### src/rtl/muldiv_seq_ctrl.sv
// Execute-stage sequencer for RV32M ops: captures operands, runs the shared
// iterative multiplier/divider, resolves divide special cases locally, drains after flush.
module muldiv_seq_ctrl #(
  parameter int XLEN = 32
) (
  input  logic              clk,
  input  logic              resetn,
  input  logic              MulDivOpE,
  input  logic [2:0]        funct3E,
  input  logic [XLEN-1:0]   SrcAE,
  input  logic [XLEN-1:0]   SrcBE,
  input  logic              FlushE,
  output logic              mul_start_o,
  output logic [1:0]        mul_op_o,
  output logic [XLEN-1:0]   mul_a_o,
  output logic [XLEN-1:0]   mul_b_o,
  input  logic              mul_done_i,
  input  logic [2*XLEN-1:0] mul_prod_i,
  output logic              div_start_o,
  output logic              div_signed_o,
  input  logic              div_done_i,
  input  logic [XLEN-1:0]   div_quot_i,
  input  logic [XLEN-1:0]   div_rem_i,
  output logic              StallMdE,
  output logic [XLEN-1:0]   MdResultE,
  output logic              MdResultValidE
);

  // state    | meaning
  // IDLE     | no op in flight; accepts a new M-op from EX
  // MUL_WAIT | multiplier running, waiting for mul_done_i
  // DIV_WAIT | divider running, waiting for div_done_i
  // DONE     | result register valid for one cycle, EX advances
  // DRAIN    | op was flushed; swallow the pending unit's done pulse
  typedef enum logic [2:0] {
    S_IDLE     = 3'd0,
    S_MUL_WAIT = 3'd1,
    S_DIV_WAIT = 3'd2,
    S_DONE     = 3'd3,
    S_DRAIN    = 3'd4
  } state_t;

  localparam logic [XLEN-1:0] MOST_NEG = {1'b1, {(XLEN-1){1'b0}}};

  state_t            r_state;
  logic [2:0]        r_funct3;
  logic [XLEN-1:0]   r_a;
  logic [XLEN-1:0]   r_b;
  logic [XLEN-1:0]   r_result;
  logic              r_mul_start;
  logic              r_div_start;

  logic              w_accept;
  logic              w_is_div;
  logic              w_b_zero;
  logic              w_ovf;
  logic              w_fast;
  logic [XLEN-1:0]   w_fast_res;
  logic              w_pending_done;

  assign w_accept = (r_state == S_IDLE) && MulDivOpE && !FlushE;
  assign w_is_div = funct3E[2];
  assign w_b_zero = (SrcBE == '0);
  assign w_ovf    = !funct3E[0] && (SrcAE == MOST_NEG) && (SrcBE == '1);
  assign w_fast   = w_is_div && (w_b_zero || w_ovf);

  // funct3[1] separates REM/REMU from DIV/DIVU
  always_comb begin
    w_fast_res = '0;
    if (w_b_zero) begin
      w_fast_res = funct3E[1] ? SrcAE : '1;
    end else begin
      w_fast_res = funct3E[1] ? '0 : MOST_NEG;
    end
  end

  // In DRAIN the latched funct3 still tells which unit owes a done pulse
  assign w_pending_done = r_funct3[2] ? div_done_i : mul_done_i;

  always_ff @(posedge clk or negedge resetn) begin
    if (!resetn) begin
      r_state     <= S_IDLE;
      r_funct3    <= '0;
      r_a         <= '0;
      r_b         <= '0;
      r_result    <= '0;
      r_mul_start <= 1'b0;
      r_div_start <= 1'b0;
    end else begin
      r_mul_start <= 1'b0;
      r_div_start <= 1'b0;
      case (r_state)
        S_IDLE: begin
          if (w_accept) begin
            r_funct3 <= funct3E;
            r_a      <= SrcAE;
            r_b      <= SrcBE;
            if (w_fast) begin
              r_result <= w_fast_res;
              r_state  <= S_DONE;
            end else if (w_is_div) begin
              r_div_start <= 1'b1;
              r_state     <= S_DIV_WAIT;
            end else begin
              r_mul_start <= 1'b1;
              r_state     <= S_MUL_WAIT;
            end
          end
        end
        S_MUL_WAIT: begin
          // A flush coinciding with done has nothing left to drain
          if (FlushE) begin
            r_state <= mul_done_i ? S_IDLE : S_DRAIN;
          end else if (mul_done_i) begin
            r_result <= (r_funct3[1:0] == 2'b00) ? mul_prod_i[XLEN-1:0]
                                                 : mul_prod_i[2*XLEN-1:XLEN];
            r_state  <= S_DONE;
          end
        end
        S_DIV_WAIT: begin
          if (FlushE) begin
            r_state <= div_done_i ? S_IDLE : S_DRAIN;
          end else if (div_done_i) begin
            r_result <= r_funct3[1] ? div_rem_i : div_quot_i;
            r_state  <= S_DONE;
          end
        end
        S_DONE: begin
          r_state <= S_IDLE;
        end
        S_DRAIN: begin
          if (w_pending_done) r_state <= S_IDLE;
        end
        default: begin
          r_state <= S_IDLE;
        end
      endcase
    end
  end

  assign mul_start_o    = r_mul_start;
  assign div_start_o    = r_div_start;
  assign mul_op_o       = r_funct3[1:0];
  assign div_signed_o   = ~r_funct3[0];
  assign mul_a_o        = r_a;
  assign mul_b_o        = r_b;
  assign MdResultE      = r_result;
  assign MdResultValidE = (r_state == S_DONE) && !FlushE;

  assign StallMdE = w_accept
                 || (((r_state == S_MUL_WAIT) || (r_state == S_DIV_WAIT)) && !FlushE)
                 || ((r_state == S_DRAIN) && MulDivOpE);

endmodule

### config.mk
export PLATFORM = sky130hd
export DESIGN_NAME = muldiv_seq_ctrl
export DESIGN_NICKNAME = d
export VERILOG_FILES = /design/src/rtl/muldiv_seq_ctrl.sv
export SDC_FILE = /design/constraint.sdc
export NUM_CORES = 1
export LEC_CHECK = 0
export ABC_CLOCK_PERIOD_IN_PS = 3000
export CAP_MARGIN = 10
export CORE_MARGIN = 5
export CORE_UTILIZATION = 26
export CTS_CLUSTER_SIZE = 28
export DETAILED_ROUTE_END_ITERATION = 7
export HOLD_SLACK_MARGIN = 0.03
export PLACE_DENSITY = 0.68
export SETUP_SLACK_MARGIN = 0.05
export SYNTH_ARGS = -nofsm -noshare
export SYNTH_HDL_FRONTEND = slang
export SYNTH_SLANG_ARGS = --single-unit
### constraint.sdc
create_clock -name clk -period 3 [get_ports clk]
set_input_delay 0.75 -clock clk [delete_from_list [all_inputs] [get_ports clk]]
set_output_delay 0.75 -clock clk [all_outputs]
set_load 0.01 [all_outputs]
==> run metrics <==
Max Cap Viol=0; initial core utilization=0.266; run status=finished clean; XOR/XNOR Fraction of Synth Area=0; DR WL/cell=21.1 um; vias in the first global route=5883; Synth Instances=between 400 and 500; 1st-pass router iterations=4; WP data arrival=slightly above 3 ns; Pins Over Slew Limit=0; worst min-delay path class=input port to async pin; Iter 0 DRT Violations=260; row cnt=54; largest net degree at the start of global routing=55; worst-margin pin slew=roughly 0.65 ns; Final Hold Vio Count=0; Worst Path Class, Setup=input port to flop; pwr dens=around 800 nW/um2; Total GRT Usage=0.181; core area=about 22000 um2; Mapped Area=just under 6000 um2; residual DRC count=0; Distinct cells, synth=38; antenna violations before repair=1; setup slack after layout=between 0.1 and 0.15 ns; Place WS=-0.650 ns; synthesized area per cell=approximately 12 um2; fmax=between 300 and 400 MHz; Reg clk slew, reported paths=approximately 0.08 ns; routed wire length=about 24 mm; complex-gate fraction of the synthesized area=0.0677; final setup vio count=0; I/O pins=slightly above 300; Port Buffers=a little over 300; Die ar.=roughly 26000 um2; mux contribution to synthesized area=0.325; register area=between 2000 and 3000 um2; Rel. slew slack=0.564; Post-CTS Hold Fix Bufs=0; Die W=between 150 and 200 um; clock root cell=clkbuf_16; GPL Wtd Cong=between 0.8 and 0.9; Worst Hold Margin=roughly 0.4 ns; grt total ovfl=0; post-route ant nets=0; worst skew pair latency=0.35 ns; Synth warnings=0; period utilization=0.961; CTS buffer count=9; Tmin final=~2.9 ns; crit path max fanout=5; static leakage=between 4 and 5 nW; largest family of logic cells by synthesized area=multiplexers; CTS tree=done; DP HPWL=between 15 and 20 mm; Layout area overhead=77.6%; Die Ht=roughly 160 um; share of cells above drive strength 1=0.302; H-tree Lvls=3; CP Capture Type=flop; Vias/cell=about 4.8; adder-cell share of the synthesized area=0; number of nets in the layout=about 1100; cell area after layout=10400 um2; Fillers=2004; Cell Area, Placed=around 9700 um2; syn_nets=a little under 700; Power Total=around 8.3 mW; maximum vdd drop=401 uV; post-synthesis register bit count=around 100; worst path required time=~3.2 ns; clock tree buffer depth=2; register area share after synthesis=0.446; clk_skew=around 0.012 ns; Critical Path Start Type=input port; first-pass GRT wire length=approximately 36 mm; number of clock sinks=approximately 100; RSZ-0062 raised after global routing=false; Layout Utilization=0.472; Multi-input gate area=3230 um2; Post-Synth Simple-Gate Area=0.131; via count=around 5400
[cells in the final DEF, fill, tap and decap left out, types with 7 or more instances in the layout]
master / count
buf_4: 74
clkbuf_16: 10
clkdlybuf4s50_1: 255
dfrtp_1: 103
dlygate4sd2_1: 11
dlymetal6s2s_1: 35
mux2_2: 99
mux2_4: 30
mux2i_1: 33
nand2_1: 45
nand4_1: 7
nor2_1: 10
nor2b_1: 31
nor4_4: 7
o221ai_1: 32
[power breakdown]
part	total (mW)	switching (mW)	leakage [nW]	internal [mW]
Combinational	4.65	1.91	3.16	2.74
Clock	1.17	0.564	0.144	0.605
Sequential	2.49	0.437	1.28	2.05
Total	8.31	2.91	4.58	5.40
[synth_stat cells, drive strengths merged]
library cell  number  share of area
a2111oi            1         0.0047
a21oi              3         0.0026
a221oi             1         0.0026
a31o               1         0.0015
and2b              1         0.0015
and3               1         0.0011
and4               2         0.0032
and4b              1         0.0017
buf               11          0.012
clkbuf            24          0.015
dfrtp            104           0.45
inv                4         0.0026
mux2             129           0.27
mux2i             33          0.057
nand2             47          0.030
nand2b             5         0.0054
nand3              3         0.0026
nand4              7         0.0075
nand4b             1         0.0015
nor2              12         0.0077
nor2b             31          0.033
nor3               6         0.0071
nor3b              2         0.0026
nor4              14          0.018
nor4b              3         0.0045
o21ai              3         0.0026
o221ai            32          0.048
o311ai             2         0.0030
o31a               1         0.0015
o31ai              1         0.0013
or2                2         0.0021
or4                1         0.0019
[final cells by class]
| cell class | count | area share |
|---|---|---|
| Antenna cell | 1 | 0.000241 |
| Clock buffer | 11 | 0.0234 |
| Clock inverter | 5 | 0.00471 |
| Inverter | 4 | 0.00145 |
| Multi-Input combinational cell | 346 | 0.312 |
| Sequential cell | 104 | 0.251 |
| Tap cell | 280 | 0.0338 |
| Timing Repair Buffer | 387 | 0.373 |
[flip-flops by register name (all words and copies together), names as in the netlist]
name and count:
mul_a_o 32, MdResultE 32, mul_b_o 32, r_state 3, mul_start_o 1, div_start_o 1, r_funct3 3
[cell families (layout without fill, tap and decap cells)]
kind of cell / Yosys count / after routing
compound gates: 45 / 45
buf+inv: 39 / 407
flops: 104 / 104
mux: 162 / 162
other cells: 0 / 1
simple gates: 139 / 139
[routing by layer]
layer	vias to the layer above	wire, um	GRT usage
met3	31	1630	0.0459
met5	-	0	0
met4	0	561	0.0551
met1	2658	9720	0.222
met2	206	12100	0.314
li1	2538	-	-
[final timing paths]
check                            start       endpoint  slack (ns)  cells past startpoint
setup / recovery             SrcBE[10]  MdResultE[25]        0.12                      9
hold / removal                  resetn     mul_a_o[5]        0.40                      1
setup reg to reg            r_state[0]  MdResultE[25]        0.52                      7
hold reg to reg            mul_a_o[13]    mul_a_o[13]        0.51                      1
max in group asynchronous       resetn  MdResultE[30]        1.84                      2
min in group clk           mul_a_o[13]    mul_a_o[13]        0.51                      1
[per-stage QoR]
stage / instances / TNS (ns)
CTS: 1135 / 0
finish: 1138 / 0
detailed placement: 1115 / -19.82
global route: 1138 / 0
floorplan: 489 / 0
global placement: 1115 / -19.33
[what timing repair did]
action,in CTS,in global routing
setup endpoints to repair,33,32
buffers inserted,3,1
resized for setup,31,44
pin swaps,10,20
cloned,2,1
[worst max-delay path, cell delays in order]
cell and delay, ns:
dlygate4sd2_1 0.28, nand4b_1 0.14, or4_4 0.56, nor3_4 0.22
a221oi_2 0.10, a2111oi_4 0.37, buf_4 0.23, clkbuf_16 0.16
mux2_4 0.29
(Power assumes the default switching activity.)
